`src/rtl/uart_tx_rx_pkg.sv`:
```
// Shared definitions for the UART transmitter/receiver pair: state encoding,
// default bit period and the bit-timer counter type.
package uart_tx_rx_pkg;

   // 25 MHz system clock at 115200 baud
   localparam int CLKS_PER_BIT_DEFAULT = 217;

   typedef logic [15:0] timer_t;

   typedef enum logic [2:0] {
      ST_IDLE,
      ST_START,
      ST_DATA,
      ST_STOP,
      ST_CLEANUP
   } uart_state_e;

endpackage

```
`src/rtl/uart_bit_timer.sv`:
```
// Loadable down-counter that marks the last cycle of a serial bit period.
// o_Terminal is high whenever the count has reached zero.
module uart_bit_timer
   import uart_tx_rx_pkg::*;
(
   input  logic   i_Clk,
   input  logic   i_Rst,
   input  logic   i_Load,
   input  timer_t i_Load_Value,
   output logic   o_Terminal
);

   timer_t count;

   always_ff @(posedge i_Clk) begin
      if (i_Rst) begin
         count <= '0;
      end else if (i_Load) begin
         count <= i_Load_Value;
      end else if (count != '0) begin
         count <= count - 1'b1;
      end
   end

   assign o_Terminal = (count == '0);

endmodule

```
`src/rtl/uart_tx_rx.sv`:
```
// 8N1 UART with independent transmit and receive paths sharing one clock.
// Each path is a two-process FSM paced by its own uart_bit_timer.
module uart_tx_rx
   import uart_tx_rx_pkg::*;
#(
   parameter int CLKS_PER_BIT = CLKS_PER_BIT_DEFAULT
) (
   input  logic       i_Clk,
   input  logic       i_Rst,
   input  logic       i_TX_DV,
   input  logic [7:0] i_TX_Byte,
   output logic       o_TX_Active,
   output logic       o_TX_Serial,
   output logic       o_TX_Done,
   input  logic       i_RX_Serial,
   output logic       o_RX_DV,
   output logic [7:0] o_RX_Byte
);

   localparam timer_t BIT_LOAD  = timer_t'(CLKS_PER_BIT - 1);
   localparam timer_t HALF_LOAD = timer_t'((CLKS_PER_BIT - 1) / 2);

   uart_state_e tx_state, tx_state_next;
   logic [7:0]  tx_shift, tx_shift_next;
   logic [2:0]  tx_bit_idx, tx_idx_next;
   logic        tx_load, tx_tc;
   logic        tx_serial_next, tx_active_next, tx_done_next;

   uart_bit_timer tx_timer (
      .i_Clk        (i_Clk),
      .i_Rst        (i_Rst),
      .i_Load       (tx_load),
      .i_Load_Value (BIT_LOAD),
      .o_Terminal   (tx_tc)
   );

   // Line outputs are decoded from the next state and registered so the TX
   // pin never glitches on state transitions.
   always_comb begin
      tx_state_next = tx_state;
      tx_shift_next = tx_shift;
      tx_idx_next   = tx_bit_idx;
      tx_load       = 1'b0;
      case (tx_state)
         ST_IDLE: if (i_TX_DV) begin
            tx_state_next = ST_START;
            tx_shift_next = i_TX_Byte;
            tx_idx_next   = 3'd0;
            tx_load       = 1'b1;
         end
         ST_START: if (tx_tc) begin
            tx_state_next = ST_DATA;
            tx_load       = 1'b1;
         end
         ST_DATA: if (tx_tc) begin
            tx_load       = 1'b1;
            tx_shift_next = {1'b0, tx_shift[7:1]};
            tx_idx_next   = tx_bit_idx + 3'd1;
            if (tx_bit_idx == 3'd7) tx_state_next = ST_STOP;
         end
         ST_STOP: if (tx_tc) tx_state_next = ST_CLEANUP;
         ST_CLEANUP: tx_state_next = ST_IDLE;
         default: tx_state_next = ST_IDLE;
      endcase
      tx_serial_next = 1'b1;
      if (tx_state_next == ST_START) tx_serial_next = 1'b0;
      else if (tx_state_next == ST_DATA) tx_serial_next = tx_shift_next[0];
      tx_active_next = (tx_state_next == ST_START) || (tx_state_next == ST_DATA) ||
                       (tx_state_next == ST_STOP);
      tx_done_next   = (tx_state_next == ST_CLEANUP);
   end

   always_ff @(posedge i_Clk) begin
      if (i_Rst) begin
         tx_state    <= ST_IDLE;
         tx_shift    <= '0;
         tx_bit_idx  <= '0;
         o_TX_Serial <= 1'b1;
         o_TX_Active <= 1'b0;
         o_TX_Done   <= 1'b0;
      end else begin
         tx_state    <= tx_state_next;
         tx_shift    <= tx_shift_next;
         tx_bit_idx  <= tx_idx_next;
         o_TX_Serial <= tx_serial_next;
         o_TX_Active <= tx_active_next;
         o_TX_Done   <= tx_done_next;
      end
   end

   uart_state_e rx_state, rx_state_next;
   logic [1:0]  rx_sync;
   logic        rx_bit;
   logic [2:0]  rx_bit_idx, rx_idx_next;
   logic [7:0]  rx_byte_saved;
   timer_t      rx_load_value;
   logic        rx_load, rx_tc, rx_sample, rx_save, rx_restore, rx_dv_next;

   assign rx_bit = rx_sync[1];

   uart_bit_timer rx_timer (
      .i_Clk        (i_Clk),
      .i_Rst        (i_Rst),
      .i_Load       (rx_load),
      .i_Load_Value (rx_load_value),
      .o_Terminal   (rx_tc)
   );

   // The first wait is half a bit so every later sample lands mid-bit; the
   // old byte is kept aside so a framing error can put it back.
   always_comb begin
      rx_state_next = rx_state;
      rx_idx_next   = rx_bit_idx;
      rx_load       = 1'b0;
      rx_load_value = BIT_LOAD;
      rx_sample     = 1'b0;
      rx_save       = 1'b0;
      rx_restore    = 1'b0;
      rx_dv_next    = 1'b0;
      case (rx_state)
         ST_IDLE: if (!rx_bit) begin
            rx_state_next = ST_START;
            rx_load       = 1'b1;
            rx_load_value = HALF_LOAD;
         end
         ST_START: if (rx_tc) begin
            if (!rx_bit) begin
               rx_state_next = ST_DATA;
               rx_load       = 1'b1;
               rx_save       = 1'b1;
               rx_idx_next   = 3'd0;
            end else begin
               rx_state_next = ST_IDLE;
            end
         end
         ST_DATA: if (rx_tc) begin
            rx_sample = 1'b1;
            rx_load   = 1'b1;
            if (rx_bit_idx == 3'd7) rx_state_next = ST_STOP;
            else rx_idx_next = rx_bit_idx + 3'd1;
         end
         ST_STOP: if (rx_tc) begin
            rx_state_next = ST_CLEANUP;
            rx_dv_next    = rx_bit;
            rx_restore    = !rx_bit;
         end
         ST_CLEANUP: rx_state_next = ST_IDLE;
         default: rx_state_next = ST_IDLE;
      endcase
   end

   always_ff @(posedge i_Clk) begin
      if (i_Rst) begin
         rx_sync       <= 2'b11;
         rx_state      <= ST_IDLE;
         rx_bit_idx    <= '0;
         rx_byte_saved <= '0;
         o_RX_Byte     <= '0;
         o_RX_DV       <= 1'b0;
      end else begin
         rx_sync    <= {rx_sync[0], i_RX_Serial};
         rx_state   <= rx_state_next;
         rx_bit_idx <= rx_idx_next;
         o_RX_DV    <= rx_dv_next;
         if (rx_save) rx_byte_saved <= o_RX_Byte;
         if (rx_sample) o_RX_Byte[rx_bit_idx] <= rx_bit;
         else if (rx_restore) o_RX_Byte <= rx_byte_saved;
      end
   end

endmodule

```
`config.mk`:
```
export PLATFORM = sky130hd
export DESIGN_NAME = uart_tx_rx
export DESIGN_NICKNAME = d
export VERILOG_FILES = /design/src/rtl/uart_tx_rx_pkg.sv /design/src/rtl/uart_bit_timer.sv /design/src/rtl/uart_tx_rx.sv
export SDC_FILE = /design/constraint.sdc
export NUM_CORES = 1
export LEC_CHECK = 0
export CAP_MARGIN = 20
export CORE_MARGIN = 2
export CORE_UTILIZATION = 46
export CTS_CLUSTER_SIZE = 14
export DETAILED_ROUTE_END_ITERATION = 6
export DONT_BUFFER_PORTS = 1
export HOLD_SLACK_MARGIN = 0.12
export PLACE_DENSITY = 0.73
export SLEW_MARGIN = 20
export SYNTH_ARGS = -nofsm -noshare
export SYNTH_HDL_FRONTEND = slang
export SYNTH_SLANG_ARGS = --single-unit
```
`constraint.sdc`:
```
create_clock -name i_Clk -period 2.1 [get_ports i_Clk]
set_input_delay 0.21 -clock i_Clk [delete_from_list [all_inputs] [get_ports i_Clk]]
set_output_delay 0.21 -clock i_Clk [all_outputs]
set_load 0.005 [all_outputs]
```
# After elaboration in Yosys (flattened, before gate mapping)
# Index checks and enable logic that the tools add are counted.
[word_totals]
wordCells = 114
output_inout_bits = 12
inputBits = 12
ff_bits = 74
[op_classes]
reduce_logical = 21
n_mux = 48
n_lt_le_gt_ge = 2
n_bitwise = 2
addsub = 4
eq_ne = 21
[op_table]
columns = ["op", "count"]
rows = [
  ["two-way mux 8 bit", 8],
  ["two-way mux 3 bit", 16],
  ["zero test 16 bit", 2],
  ["two-way mux 16 bit", 2],
  ["nonzero test 16 bit", 2],
  ["subtractor 16 x 1 -> 16 bit (second input constant)", 2],
  ["case mux 3 bit (4 select lines)", 2],
  ["equality test 3 x 2 -> 1 bit (second input constant)", 6],
  ["inequality test 2 bit (second input constant)", 9],
  ["case mux 8 bit (2 select lines)", 1],
  ["two-way mux 1 bit", 12],
  ["case mux 3 bit (2 select lines)", 2],
  ["AND reduction 5 bit", 2],
  ["nonzero test 2 bit", 5],
  ["equality test 3 x 1 -> 1 bit (second input constant)", 3],
  ["equality test 3 bit (second input constant)", 3],
  ["bitwise mux 8 bit", 1],
  ["adder 3 x 1 -> 3 bit (second input constant)", 2],
  ["zero test 3 bit", 2],
  ["< comparator 3 x 4 -> 1 bit (second input constant)", 1],
  ["OR reduction 2 bit", 2],
  ["demux 1 bit (select 3 bit)", 1],
  [">= comparator 3 x 1 -> 1 bit (second input constant)", 1],
  ["case mux 1 bit (3 select lines)", 1],
  ["other kinds (8)", 10],
]

# Longest topological paths before layout
[logic_depth]
ltp_word = 7
mapped_depth = 9
ltp_nobuf = 7

# Hierarchy
# From an unflattened synthesis, not the netlist that was laid out.
[hier_totals]
hier_cells = 443
area_unflattened_um2 = 3844.9
[modules_own_cells]
columns = ["module", "cells_per_inst", "n_inst", "area_each_um2", "seq_area_each_um2"]
rows = [
  ["uart_bit_timer", 116, 2, 964.7, 320.3],
  ["uart_tx_rx", 211, 1, 1915.6, 840.8],
]

# Least setup slack after synthesis
# No wires, ideal clock.
[synth_path]
kind = "reg-to-reg"
start = "register rx_timer.count[0]"
end = "register o_RX_Byte[3]"
synth_period_minus_slack_ns = 2.148
t_arrival_ns = 2.016
stages_incl_launch_ff = 10
setup_slack_ns = -0.048
setup_ns = 0.132
required_ns = 1.968
n_path_buf = 2
cell_sequence = "dfxtp_1 > inv_1 > ha_1 > or4b_4 > or2_1 > buf_2 > buf_2 > nor3_1 > o221a_2 > nor3_1"
[synth_between]
elab_chain_len = 4
word_cells_on_any_way = 7
cone_classes = "mux (5); reduce/logical (2)"
[synth_rtl]
columns = ["item", "line_no", "text"]
rows = [
  ["start, declared", "uart_bit_timer.sv:13", "timer_t count;"],
  ["start signal, assigned", "uart_bit_timer.sv:19", "count <= i_Load_Value;"],
  ["start signal, assigned", "uart_bit_timer.sv:21", "count <= count - 1'b1;"],
  ["zero test 16 bit (*)", "uart_bit_timer.sv:25", "assign o_Terminal = (count == '0);"],
  ["two-way mux 1 bit (on tied branches)", "uart_tx_rx.sv:136, uart_tx_rx.sv:142", ""],
  ["two-way mux 1 bit", "uart_tx_rx.sv:120", "case (rx_state)"],
  ["two-way mux 8 bit or nonzero test 2 bit (tied branches)", "n/a", ""],
  ["end signal, assigned by index", "uart_tx_rx.sv:166", "if (rx_sample) o_RX_Byte[rx_bit_idx] <= rx_bit;"],
  ["end signal, assigned", "uart_tx_rx.sv:167", "else if (rx_restore) o_RX_Byte <= rx_byte_saved;"],
  ["end, declared", "uart_tx_rx.sv:17", "output logic [7:0] o_RX_Byte"],
]
# Mark *: on every way between the ends. The rest lies on a longest branch, timed or not.
# A chain may end at the register's enable or synchronous reset.

# Worst setup path after layout
[layout_path]
start = "register tx_timer.count[1]"
end = "register o_TX_Serial"
[layout_between]
elab_chain_len = 6
word_cells_on_any_way = 11
cone_classes = "eq/ne (2); mux (8); reduce/logical (1)"
[layout_rtl]
columns = ["item", "line_no", "text"]
rows = [
  ["start, declared", "uart_bit_timer.sv:13", ""],
  ["start signal, assigned", "uart_bit_timer.sv:19", ""],
  ["start signal, assigned", "uart_bit_timer.sv:21", ""],
  ["zero test 16 bit (*)", "uart_bit_timer.sv:25", ""],
  ["two-way mux 3 bit (on tied branches)", "uart_tx_rx.sv:61, uart_tx_rx.sv:55, uart_tx_rx.sv:51", ""],
  ["case mux 3 bit (4 select lines)", "uart_tx_rx.sv:44", "case (tx_state)"],
  ["equality test 3 x 2 -> 1 bit", "uart_tx_rx.sv:67", "else if (tx_state_next == ST_DATA) tx_serial_next = tx_shift_next[0];"],
  ["two-way mux 1 bit", "uart_tx_rx.sv:67", ""],
  ["two-way mux 1 bit (*)", "uart_tx_rx.sv:66", "if (tx_state_next == ST_START) tx_serial_next = 1'b0;"],
  ["end signal, assigned", "uart_tx_rx.sv:85", "o_TX_Serial <= tx_serial_next;"],
  ["end, declared", "uart_tx_rx.sv:13", "output logic o_TX_Serial,"],
]
# Mark *: on every way between the ends. The rest lies on a longest branch, timed or not. The select of a mux whose other input is x is not followed.

==> results.cfg <==
[cells_and_area]
drive_gt1_share_pct = 30.5
nets = 494
final_cell_mix = 72 x dfxtp_1, 53 x buf_4, 46 x nor2_1
final_cells = 581
design_area_sq_um = 4680
layout_commonest_cell = dfxtp_1
num_antenna_cells = 0
final_core_utilization_pct = 60.2
area_growth_pct = 25.6

[global_route]
grtUsageTotal_pct = 19.9
grt_pass1_wl_um = 14100
grt-ovfl-total = 0
grt_pass1_vias = 3144
grt_max_degree = 48
grt_antenna_before_repair = 0

[sta]
relSlewSlack_pct = 60.0
setup_viol = 0
layout_setup_ws_ns = 0.0520
tightest_slew_ns = 0.599
maxSlewViolCount = 0
hold_viol = 0
finalCritPeriodShare_pct = 97.5
tns_ns = 0
rsz0062_at_grt = true
fmax_mhz = 488
fin_skew_ns = 0.0144
period_minus_slack_ns = 2.05

[synth]
ys_ff_latch = 74
synth-adder-area-share_pct = 2.69
syn_nets = 441
synth.area.mux_share_pct = 2.99
ys_seq_area_share_pct = 39.8
synth.area.top_cells = dfxtp_1 40%, xnor2_1 5.4%, nor2_1 4.9%, a21oi_1 4.0%, nor3_1 4.0%
ys.flop_type = dfxtp_1
syn-instance-count = 421
synth_top_area_cell = dfxtp_1
yosys.area_share.simple_pct = 30.7
synth.top_cell.area_share_pct = 39.8
synth-edff-count = 0
synth_top_family_by_area = simple AND/OR/NAND/NOR gates
avgSynthCellArea_sq_um = 8.84
ys_types = 56
ys_warn_count = 0
synth_compound_area_share_pct = 13.4
synthesis.area_sq_um = 3720
synthXorXnorAreaFrac_pct = 6.12
synthArstFlopShare_pct = 0

[pwr]
power_density_nw_per_um2 = 1450
ir_worst_vdd_uv = 906
leakagePower_nw = 1.73

[floorplanning]
initial_utilization_pct = 47.9
die_w_um = 94.0
die_area_sq_um = 8830
die_h_um = 94.0
io_pins = 24
core_area_sq_um = 7770
rows = 32

[route]
vias = 3246
top_layer = met4
drtIter0Drc = 148
wl_met2_um = 4350
wire_per_inst_um = 14.7
wl_met1_um = 3810
dr_wl_met3_um = 213
vias_per_cell = 5.59
first_pass_iters = 4
ant_nets = 0
drc_errors = 0
finalWirelength_um = 8510

[critical_path]
max_stage_delay_ns = 0.51
r2r_end = o_TX_Serial
end_kind = flop
startpoint_type = flop
cp.arrival_ns = 2.29
crit_chain = inv_2 > ha_4 > or4b_4 > nor4_4 > and2_4 > mux2i_2 > a21oi_1
critPathLaunch = tx_timer.count[1]
path_class = flop to flop
slowest_stage = or4b_4
cp_max_fo = 4
regToRegSetupSlack_ns = 0.05
critical_path_required_ns = 2.34
r2r_start = tx_timer.count[1]
crit_end = o_TX_Serial
r2r_cells = 7

[clock_network]
htreeDepth = 3
clk_latency_ns = 0.36
cts.clk_slew.worst_paths_ns = 0.09
root_buffer = clkbuf_8
cts_tree = yes
cts.sinks = 74
numCtsBuffers = 9
clockBufferDepth = 2

[run_status]
status = completed

[placement]
gp_congestion = 0.820
dp.cells = 550
portBuffers = 0
hpwl_um = 5650
place_ws_ns = -0.103
place_area_sq_um = 4150

[worst_hold_path]
hold_class = input port to flop

[run]
maxCapViolations = 0
cells in the mapped netlist, types with 2 or more instances:
cell type,count
dfxtp_1,74
o211ai_1,2
or4_4,3
o221a_2,6
a31oi_1,2
xnor2_1,23
inv_1,8
nand2_1,30
xor2_1,3
or2_2,4
a22oi_1,6
a32oi_1,2
a21oi_1,30
a211oi_1,4
mux2i_1,10
nor4_2,4
clkbuf_1,17
ha_1,8
and2_1,4
or3_1,8
nor4_1,8
or3b_2,4
or4_1,5
o31ai_1,4
buf_6,2
nor2_1,49
nand4_1,3
nor2b_1,5
nor4b_1,3
nor3_1,30
nand3_1,12
buf_2,5
nor4_4,3
o21ai_0,15
buf_4,2
nor4b_4,3
repair_timing:
action | CTS | global route
gates cloned | 0 | 1
hold buffers | 9 | 0
endpoints found under the hold margin | 50 | 0
setup endpoints to repair | 16 | 46
gates resized for setup | 5 | 40
pin swaps | 0 | 10
buffers inserted | 0 | 5
power by group:
group	internal (W)	leakage, nW	switching, W	total, W
Sequential	0.00168	0.604	0.000248	0.00193
Clock	0.000556	0.0998	0.000573	0.00113
Combinational	0.00181	1.03	0.00191	0.00372
through the flow:
| step | total power (W) | hold slack (ns) |
|---|---|---|
| finish | 0.00678 | 0.146 |
| global route | 0.00721 | 0.153 |
| CTS | 0.00642 | 0.143 |
| detailed placement | 0.00519 | 0.286 |
| global placement | 0.00509 | 0.285 |
| floorplan | 0.00416 | 0.314 |
critical path, delay by kind of cell (launching register included):
| kind | cells | cell delay (ns) |
|---|---|---|
| compound gates | 1 | 0.08 |
| fa+ha+maj | 1 | 0.13 |
| buf+inv | 1 | 0.08 |
| flops | 1 | 0.33 |
| mux | 1 | 0.24 |
| simple gates | 3 | 1.07 |
how the worst min path moves through the flow:
stage / startpoint / end / slack [ns] / depth (start not counted)
detailed placement: i_Rst / tx_shift[6] / 0.29 / 1
global placement: i_Rst / tx_shift[7] / 0.29 / 1
CTS: i_Rst / tx_shift[6] / 0.14 / 2
global route: i_Rst / tx_shift[0] / 0.15 / 2
finish: i_Rst / tx_shift[0] / 0.15 / 2
floorplan: i_RX_Serial / rx_sync[0] / 0.31 / 1
routing by layer:
layer  track usage, %  vias to the layer above
li1                 -                     1632
met1             23.8                     1555
met2             34.7                       42
met3             4.82                       17
met4             7.00                        0
met5                0                        -
sequential cells by signal (all words and copies together), names as in the netlist:
register        flops
rx_timer.count     16
rx_sync             2
rx_byte_saved       8
o_RX_DV             1
o_TX_Done           1
o_TX_Active         1
tx_state            3
o_RX_Byte           8
tx_shift            8
rx_bit_idx          3
tx_timer.count     16
tx_bit_idx          3
o_TX_Serial         1
rx_state            3
cell families (layout without fill, tap and decap cells):
kind of cell / Yosys count / after routing
adder cells (fa/ha/maj): 8 / 8
flip-flops: 74 / 74
AND/OR/NAND/NOR: 190 / 191
multiplexers: 11 / 11
AO/OA/AOI/OAI: 77 / 77
buffers and inverters: 35 / 92
XOR/XNOR: 26 / 26
area by class of cell:
cell class	instances	area, sq um
Multi-Input combinational cell	313	2260
Inverter	8	30.0
Fill cell	638	3090
Tap cell	102	128
Sequential cell	74	1480
Timing Repair Buffer	68	574
Clock buffer	9	124
Clock inverter	7	77.6
(Power assumes the default switching activity.)
